==> src/rtl/keypad_digit_loader.sv <==
// Debounces the keypad encoder's code/strobe pair and shifts each accepted
// digit into a right-justified BCD entry register.
module keypad_digit_loader #(
  parameter int unsigned DIGITS   = 4,
  parameter int unsigned DEBOUNCE = 3
) (
  input  logic                         i_clk,
  input  logic                         i_rst_n,
  input  logic [3:0]                   i_d_in,
  input  logic                         i_loadn,
  input  logic                         i_clear,
  input  logic                         i_lock,
  output logic [4*DIGITS-1:0]          o_digits,
  output logic [$clog2(DIGITS+1)-1:0]  o_digit_count,
  output logic                         o_new_digit,
  output logic                         o_err
);

  localparam int unsigned CntW   = $clog2(DEBOUNCE + 1);
  localparam int unsigned CountW = $clog2(DIGITS + 1);

  typedef enum logic [1:0] {StIdle, StDebounce, StHeld} state_e;

  state_e              r_state, w_state_d;
  logic [CntW-1:0]     r_cnt, w_cnt_d;
  logic [3:0]          r_cand, w_cand_d;
  logic [4*DIGITS-1:0] r_digits, w_digits_d;
  logic [CountW-1:0]   r_count, w_count_d;
  logic                r_new_digit, w_new_digit_d;
  logic                r_err, w_err_d;
  logic                w_commit;
  logic [3:0]          w_code;

  always_comb begin
    w_state_d     = r_state;
    w_cnt_d       = r_cnt;
    w_cand_d      = r_cand;
    w_digits_d    = r_digits;
    w_count_d     = r_count;
    w_new_digit_d = 1'b0;
    w_err_d       = 1'b0;
    w_commit      = 1'b0;
    w_code        = r_cand;

    unique case (r_state)
      StIdle: begin
        if (!i_loadn) begin
          w_cand_d = i_d_in;
          w_cnt_d  = CntW'(1);
          if (DEBOUNCE == 1) begin
            w_commit  = 1'b1;
            w_code    = i_d_in;
            w_state_d = StHeld;
          end else begin
            w_state_d = StDebounce;
          end
        end
      end
      StDebounce: begin
        // A changed code aborts; it is picked up again from IDLE next edge.
        if (i_loadn || (i_d_in != r_cand)) begin
          w_state_d = StIdle;
          w_cnt_d   = '0;
        end else begin
          w_cnt_d = r_cnt + CntW'(1);
          if ((32'(r_cnt) + 32'd1) == DEBOUNCE) begin
            w_commit  = 1'b1;
            w_state_d = StHeld;
          end
        end
      end
      StHeld: begin
        if (i_loadn) begin
          w_state_d = StIdle;
        end
      end
      default: w_state_d = StIdle;
    endcase

    if (w_commit) begin
      if (w_code <= 4'd9) begin
        w_digits_d    = {r_digits[4*DIGITS-5:0], w_code};
        w_new_digit_d = 1'b1;
        if (r_count != CountW'(DIGITS)) begin
          w_count_d = r_count + CountW'(1);
        end
      end else begin
        w_err_d = 1'b1;
      end
    end

    // Clear beats lock beats the FSM; both park in HELD while a key is down
    // so a press straddling them is never registered.
    if (i_clear || i_lock) begin
      w_state_d     = i_loadn ? StIdle : StHeld;
      w_cnt_d       = '0;
      w_digits_d    = i_clear ? '0 : r_digits;
      w_count_d     = i_clear ? '0 : r_count;
      w_new_digit_d = 1'b0;
      w_err_d       = 1'b0;
    end
  end

  always_ff @(posedge i_clk) begin
    if (!i_rst_n) begin
      r_state     <= StIdle;
      r_cnt       <= '0;
      r_cand      <= '0;
      r_digits    <= '0;
      r_count     <= '0;
      r_new_digit <= 1'b0;
      r_err       <= 1'b0;
    end else begin
      r_state     <= w_state_d;
      r_cnt       <= w_cnt_d;
      r_cand      <= w_cand_d;
      r_digits    <= w_digits_d;
      r_count     <= w_count_d;
      r_new_digit <= w_new_digit_d;
      r_err       <= w_err_d;
    end
  end

  assign o_digits      = r_digits;
  assign o_digit_count = r_count;
  assign o_new_digit   = r_new_digit;
  assign o_err         = r_err;

endmodule
==> config.mk <==
export PLATFORM = sky130hd
export DESIGN_NAME = keypad_digit_loader
export DESIGN_NICKNAME = d
export VERILOG_FILES = /design/src/rtl/keypad_digit_loader.sv
export SDC_FILE = /design/constraint.sdc
export NUM_CORES = 1
export LEC_CHECK = 0
export CORE_MARGIN = 5
export CORE_UTILIZATION = 30
export DETAILED_ROUTE_END_ITERATION = 8
export PLACE_DENSITY = 0.58
export SYNTH_ARGS = -nofsm -noshare
export SYNTH_HDL_FRONTEND = slang
export SYNTH_SLANG_ARGS = --single-unit
export TNS_END_PERCENT = 1
==> constraint.sdc <==
create_clock -name i_clk -period 4.61 [get_ports i_clk]
set_input_delay 0.922 -clock i_clk [delete_from_list [all_inputs] [get_ports i_clk]]
set_output_delay 0.922 -clock i_clk [all_outputs]
set_load 0.005 [all_outputs]
== Word-level counts from Yosys, hierarchy flattened ==
Index checks and enable logic that the tools add are counted.

* Output and inout bits: 21
* Memories: 0
* Latch bits: 0
* Bits in registers: 29
* Memory bits (writable): 0
* ROM bits: 0
* Word-level logic and storage cells: 61

* Order comparisons: 1
* Muxes and demuxes: 23
* Divide/modulo/power cells: 0
* Shifts and indexed selects: 0
* Multipliers: 0
* Bitwise gates (word level): 3
* Equal/unequal tests: 10
* $add $sub $neg: 3
* Reduce and logical (&&, ||, !) cells: 14

{| class="wikitable"
|+ Operators with widths
! kind !! count
|-
| 16-bit 2-to-1 mux || 4
|-
| 3-bit 2-to-1 mux || 5
|-
| 2-bit 2-to-1 mux || 7
|-
| 3-bit != test, second input constant || 3
|-
| 2-bit nonzero test || 4
|-
| 2-bit one-hot mux with 3 select lines || 1
|-
| 3-bit AND reduction || 2
|-
| 1-bit 2-to-1 mux || 5
|-
| 4-bit less-or-equal comparator, second input constant || 1
|-
| 2-bit != test, second input constant || 2
|-
| 4-bit != test || 1
|-
| 4-bit != test, second input constant || 1
|-
| 2-bit one-hot mux with 2 select lines || 1
|-
| 2-bit AND reduction || 2
|-
| 4-bit AND reduction || 1
|-
| 2-bit by 1-bit adder with 3-bit output, second input constant || 1
|-
| 3-bit by 1-bit adder with 3-bit output, second input constant || 1
|-
| 3-bit by 2-bit equality test with 1-bit output, second input constant || 1
|-
| 1-bit NOT || 3
|-
| 3-bit OR reduction || 1
|-
| 2-bit by 1-bit adder with 2-bit output, second input constant || 1
|-
| 2-bit by 1-bit equality test with 1-bit output, second input constant || 1
|-
| 2-bit equality test, second input constant || 1
|-
| 2-bit logical NOT || 1
|-
| 2 further kinds || 3
|}

== Longest topological paths before layout ==
* Depth in word-level cells: 7
* Gate-level depth with buffers: 7

== Worst setup path after synthesis ==
Ideal clock, no wire load.

* Kind: input to register
* Start point: input port i_d_in[0]
* End point: register r_digits[10] (netlist: o_digits[10])
* Buffers on the path: 1
* Arrival: 2219 ps
* Setup slack: 2264 ps
* Setup time: 128 ps
* Cell stages on the path: 6
* Cell sequence: xnor2_1 > nand3_1 > nor4_4 > buf_8 > mux2i_1 > nor2_1

* Cells in the longest elaborated chain, start to end: 6

{| class="wikitable"
|+ Ends and longest elaborated chain
! element !! RTL line !! RTL
|-
| start: declaration || 9 || <nowiki>input logic [3:0] i_d_in,</nowiki>
|-
| 4-bit != test || 61 || <nowiki>if (i_loadn || (i_d_in != r_cand)) begin</nowiki>
|-
| 1-bit logical OR || 61 ||
|-
| 1-bit 2-to-1 mux || 61 ||
|-
| 1-bit 2-to-1 mux || 45 || <nowiki>unique case (r_state)</nowiki>
|-
| 2-bit nonzero test (no line) || - ||
|-
| 3-bit AND reduction (no line) || - ||
|-
| end signal: assignment || 117 || <nowiki>r_digits <= w_digits_d;</nowiki>
|-
| end: declaration || 27 || <nowiki>logic [4*DIGITS-1:0] r_digits, w_digits_d;</nowiki>
|}

Every way passes these cells.
A chain may end at the register's enable or synchronous reset.

== Worst setup path after layout ==
Ends and elaborated chain as after synthesis.

==> impl_metrics.csv <==
group,metric,value,unit
worst_hold_path,hold_depth,2,
global_routing,grt_max_degree,19,
cts,numCtsBuffers,5,
cts,max-clock-path-buffers,2,
cts,cts_tree,"yes",
sta,setup_viol,0,
sta,period_needed,2.86,ns
worst_hold_path,holdCritStartpoint,"r_cnt[1]",
worst_hold_path,hold_path.class,"register to register",
setup_path,startpoint,"i_d_in[0]",
placed_design,gp_congestion,0.919,
cts,cts_sinks,29,
detailed_routing,wirelength,2660,µm
setup_path,cp_slowest_stage_delay,0.67,ns
setup_path,cp-start-kind,"input port",
floorplan,ios,30,
global_routing,antenna_found_initial,0,
global_routing,grt_pass1_vias,981,
final_layout,fin_area,1690,µm²
setup_path,cp.arrival,3.00,ns
detailed_routing,vias_per_cell,4.77,
placed_design,portBuffers,29,
sta,final_max_slew_viol_count,0,
sta,clock.fmax,350,MHz
power,p_leak,0.000559,µW
cts,cts.repair.resized,0,
setup_path,worst-path-buf-inv,2,
cts,cts_setup_buffers,0,
setup_path,r2r-end,"o_digits[10]",
detailed_routing,dr.pass1.iters,4,
final_layout,diodes,0,
logic_synthesis,avgSynthCellArea,9.67,µm²
setup_path,crit_chain,"clkdlybuf4s50_1 -> xnor2_1 -> nand3_1 -> nor4_4 -> buf_4 -> mux2i_1 -> nor2_1",
floorplan,num_rows,23,
detailed_routing,final_antenna_net_count,0,
logic_synthesis,ys_warn_count,0,
global_routing,grt_overflow,0,
final_layout,layout_common_cells,"clkdlybuf4s50_1, dfxtp_1, nor2_1",
setup_path,worst_path_max_delay_cell,"nor4_4",
setup_path,crit_type,"input port to register",
logic_synthesis,ys_seq_elements,29,
cts,cts-root-buf,"clkbuf_8",
logic_synthesis,synth_nets,141,
power,ir_worst_vdd,0.121,mV
final_layout,nFillCells,402,
global_routing,grt_pass1_wl,4630,µm
sta,post-route-period-util,62.0,%
cts,clkLatencyLatePin,0.28,ns
cts,holdBufCountCts,0,
final_layout,nets,175,
floorplan,fp.coreArea,4030,µm²
cts,clk_pin_slew,0.06,ns
final_layout,syn2layout_area_growth,35.4,%
logic_synthesis,synth_area,1250,µm²
sta,grt_setup_unrepaired,"no",
setup_path,cp_top_family,"simple AND/OR/NAND/NOR gates",
sta,hold_slack,0.490,ns
worst_hold_path,min_to,"r_cnt[1]",
floorplan,initial_utilization,31.0,%
placed_design,placed_area,1590,µm²
sta,fin_tns_setup,0,ns
logic_synthesis,yosysSeqAreaShare,46.5,%
detailed_routing,num_vias,1015,
detailed_routing,drtIter0Drc,61,
setup_path,crit_required,4.75,ns
cts,cts_max_level,2,
setup_path,path_max_fanout,10,
setup_path,endpoint_kind,"register",
status,status,"complete, no violations",
sta,finClkSkew,0.00595,ns
global_routing,grtUsageTotal,11.0,%
setup_path,r2r_start,"r_cand[2]",
final_layout,drive_above_1_share,7.36,%
power,power_density,320,nW/µm²
detailed_routing,drc_errors,0,
logic_synthesis,syn_inst,129,
floorplan,fp.dieW,74.5,µm
setup_path,reg2regPathDepth,6,
detailed_routing,avgRoutedWirePerCell,12.5,µm
logic_synthesis,synth.distinct_cells,30,
placed_design,hpwl,1970,µm
sta,relSlewSlack,41.6,%
flow_run,maxCapViolations,0,
floorplan,die_area,5550,µm²
sta,hold_viol,0,
floorplan,die_h,74.5,µm
sta,worst_pin_slew,0.869,ns
setup_path,regToRegSetupSlack,2.47,ns
==> sequential cells by signal, indices dropped and copies added, names as in the netlist <==
signal,flops
r_cnt,2
r_state,2
o_new_digit,1
o_err,1
r_cand,4
o_digit_count,3
o_digits,16
==> cell families (layout without fill, tap and decap cells) <==
family          Yosys count  after routing  synth area share [%]
xor+xnor                  4              4                  2.81
mux                      20             20                  16.1
buf+inv                  10             44                  3.91
simple gates             49             49                  20.3
compound gates           14             14                  7.32
fa+ha+maj                 3              3                  3.01
flops                    29             29                  46.5
==> worst max-delay path by stage <==
stage,end,slack [ns],depth (start not counted)
final,o_digits[10],1.75,7
after global routing,o_digits[8],1.56,7
after CTS,o_digits[12],1.75,7
after detailed placement,o_digits[10],1.44,7
after global placement,o_digits[4],1.48,7
after floorplan,o_digits[10],2.26,6
==> power by group <==
group	internal, µW	switching [µW]
logic	16.3	15.5
registers	254	4.67
clock network	157	92.3
total	427	112
==> per-stage QoR <==
stage	worst slack [ns]	util [%]	power (µW)	std cells
floorplan	2.26	-	283	129
global placement	1.48	39.3	296	206
detailed placement	1.44	39.3	297	206
CTS	1.75	41.9	550	213
global route	1.56	41.9	565	213
finish	1.75	41.9	540	213
==> Yosys cell counts <==
cell | number | area (µm²)
clkbuf_1 | 1 | 3.75
o32ai_1 | 1 | 8.76
buf_8 | 1 | 15.0
nand3b_1 | 2 | 15.0
a21oi_1 | 4 | 20.0
and3_1 | 1 | 6.26
and2_1 | 1 | 6.26
a311oi_1 | 1 | 8.76
inv_1 | 7 | 26.3
nor3b_1 | 1 | 7.51
and2_2 | 1 | 7.51
nor4_4 | 1 | 21.3
nor2b_1 | 5 | 31.3
or3_2 | 1 | 7.51
dfxtp_1 | 29 | 581
nand2b_1 | 2 | 12.5
o311a_1 | 1 | 10.0
a22o_1 | 1 | 8.76
a32oi_1 | 1 | 8.76
nor2_1 | 22 | 82.6
xnor2_1 | 4 | 35.0
mux2_2 | 1 | 11.3
o21ai_0 | 4 | 20.0
mux2i_1 | 19 | 190
buf_1 | 1 | 3.75
nand2_1 | 4 | 15.0
nor3_1 | 5 | 25.0
ha_1 | 3 | 37.5
a31oi_1 | 1 | 6.26
nand3_1 | 3 | 15.0
==> layer usage <==
| metal | track usage, % | wire length, µm |
|---|---|---|
| met2 | 16.7 | 1210 |
| met1 | 13.8 | 1200 |
| met3 | 4.05 | 177 |
| met4 | 5.34 | 68 |
| met5 | 0 | 0 |
==> tightest hold or removal path, stage by stage, from the launching register on <==
cell and delay [ns]:
dfxtp_1 0.31, o21ai_0 0.07, a21oi_1 0.06
==> layout make-up <==
| class | instances | area (µm²) | share of cell area [%] |
|---|---|---|---|
| multi-input cells | 90 | 618 | 36.6 |
| flip-flops and latches | 29 | 581 | 34.4 |
| repair buffers | 30 | 298 | 17.6 |
| clock buffers | 5 | 68.8 | 4.07 |
| well taps | 50 | 62.6 | 3.70 |
| clock inverters | 2 | 35.0 | 2.07 |
| inverters | 7 | 26.3 | 1.56 |
(Power assumes the default switching activity.)
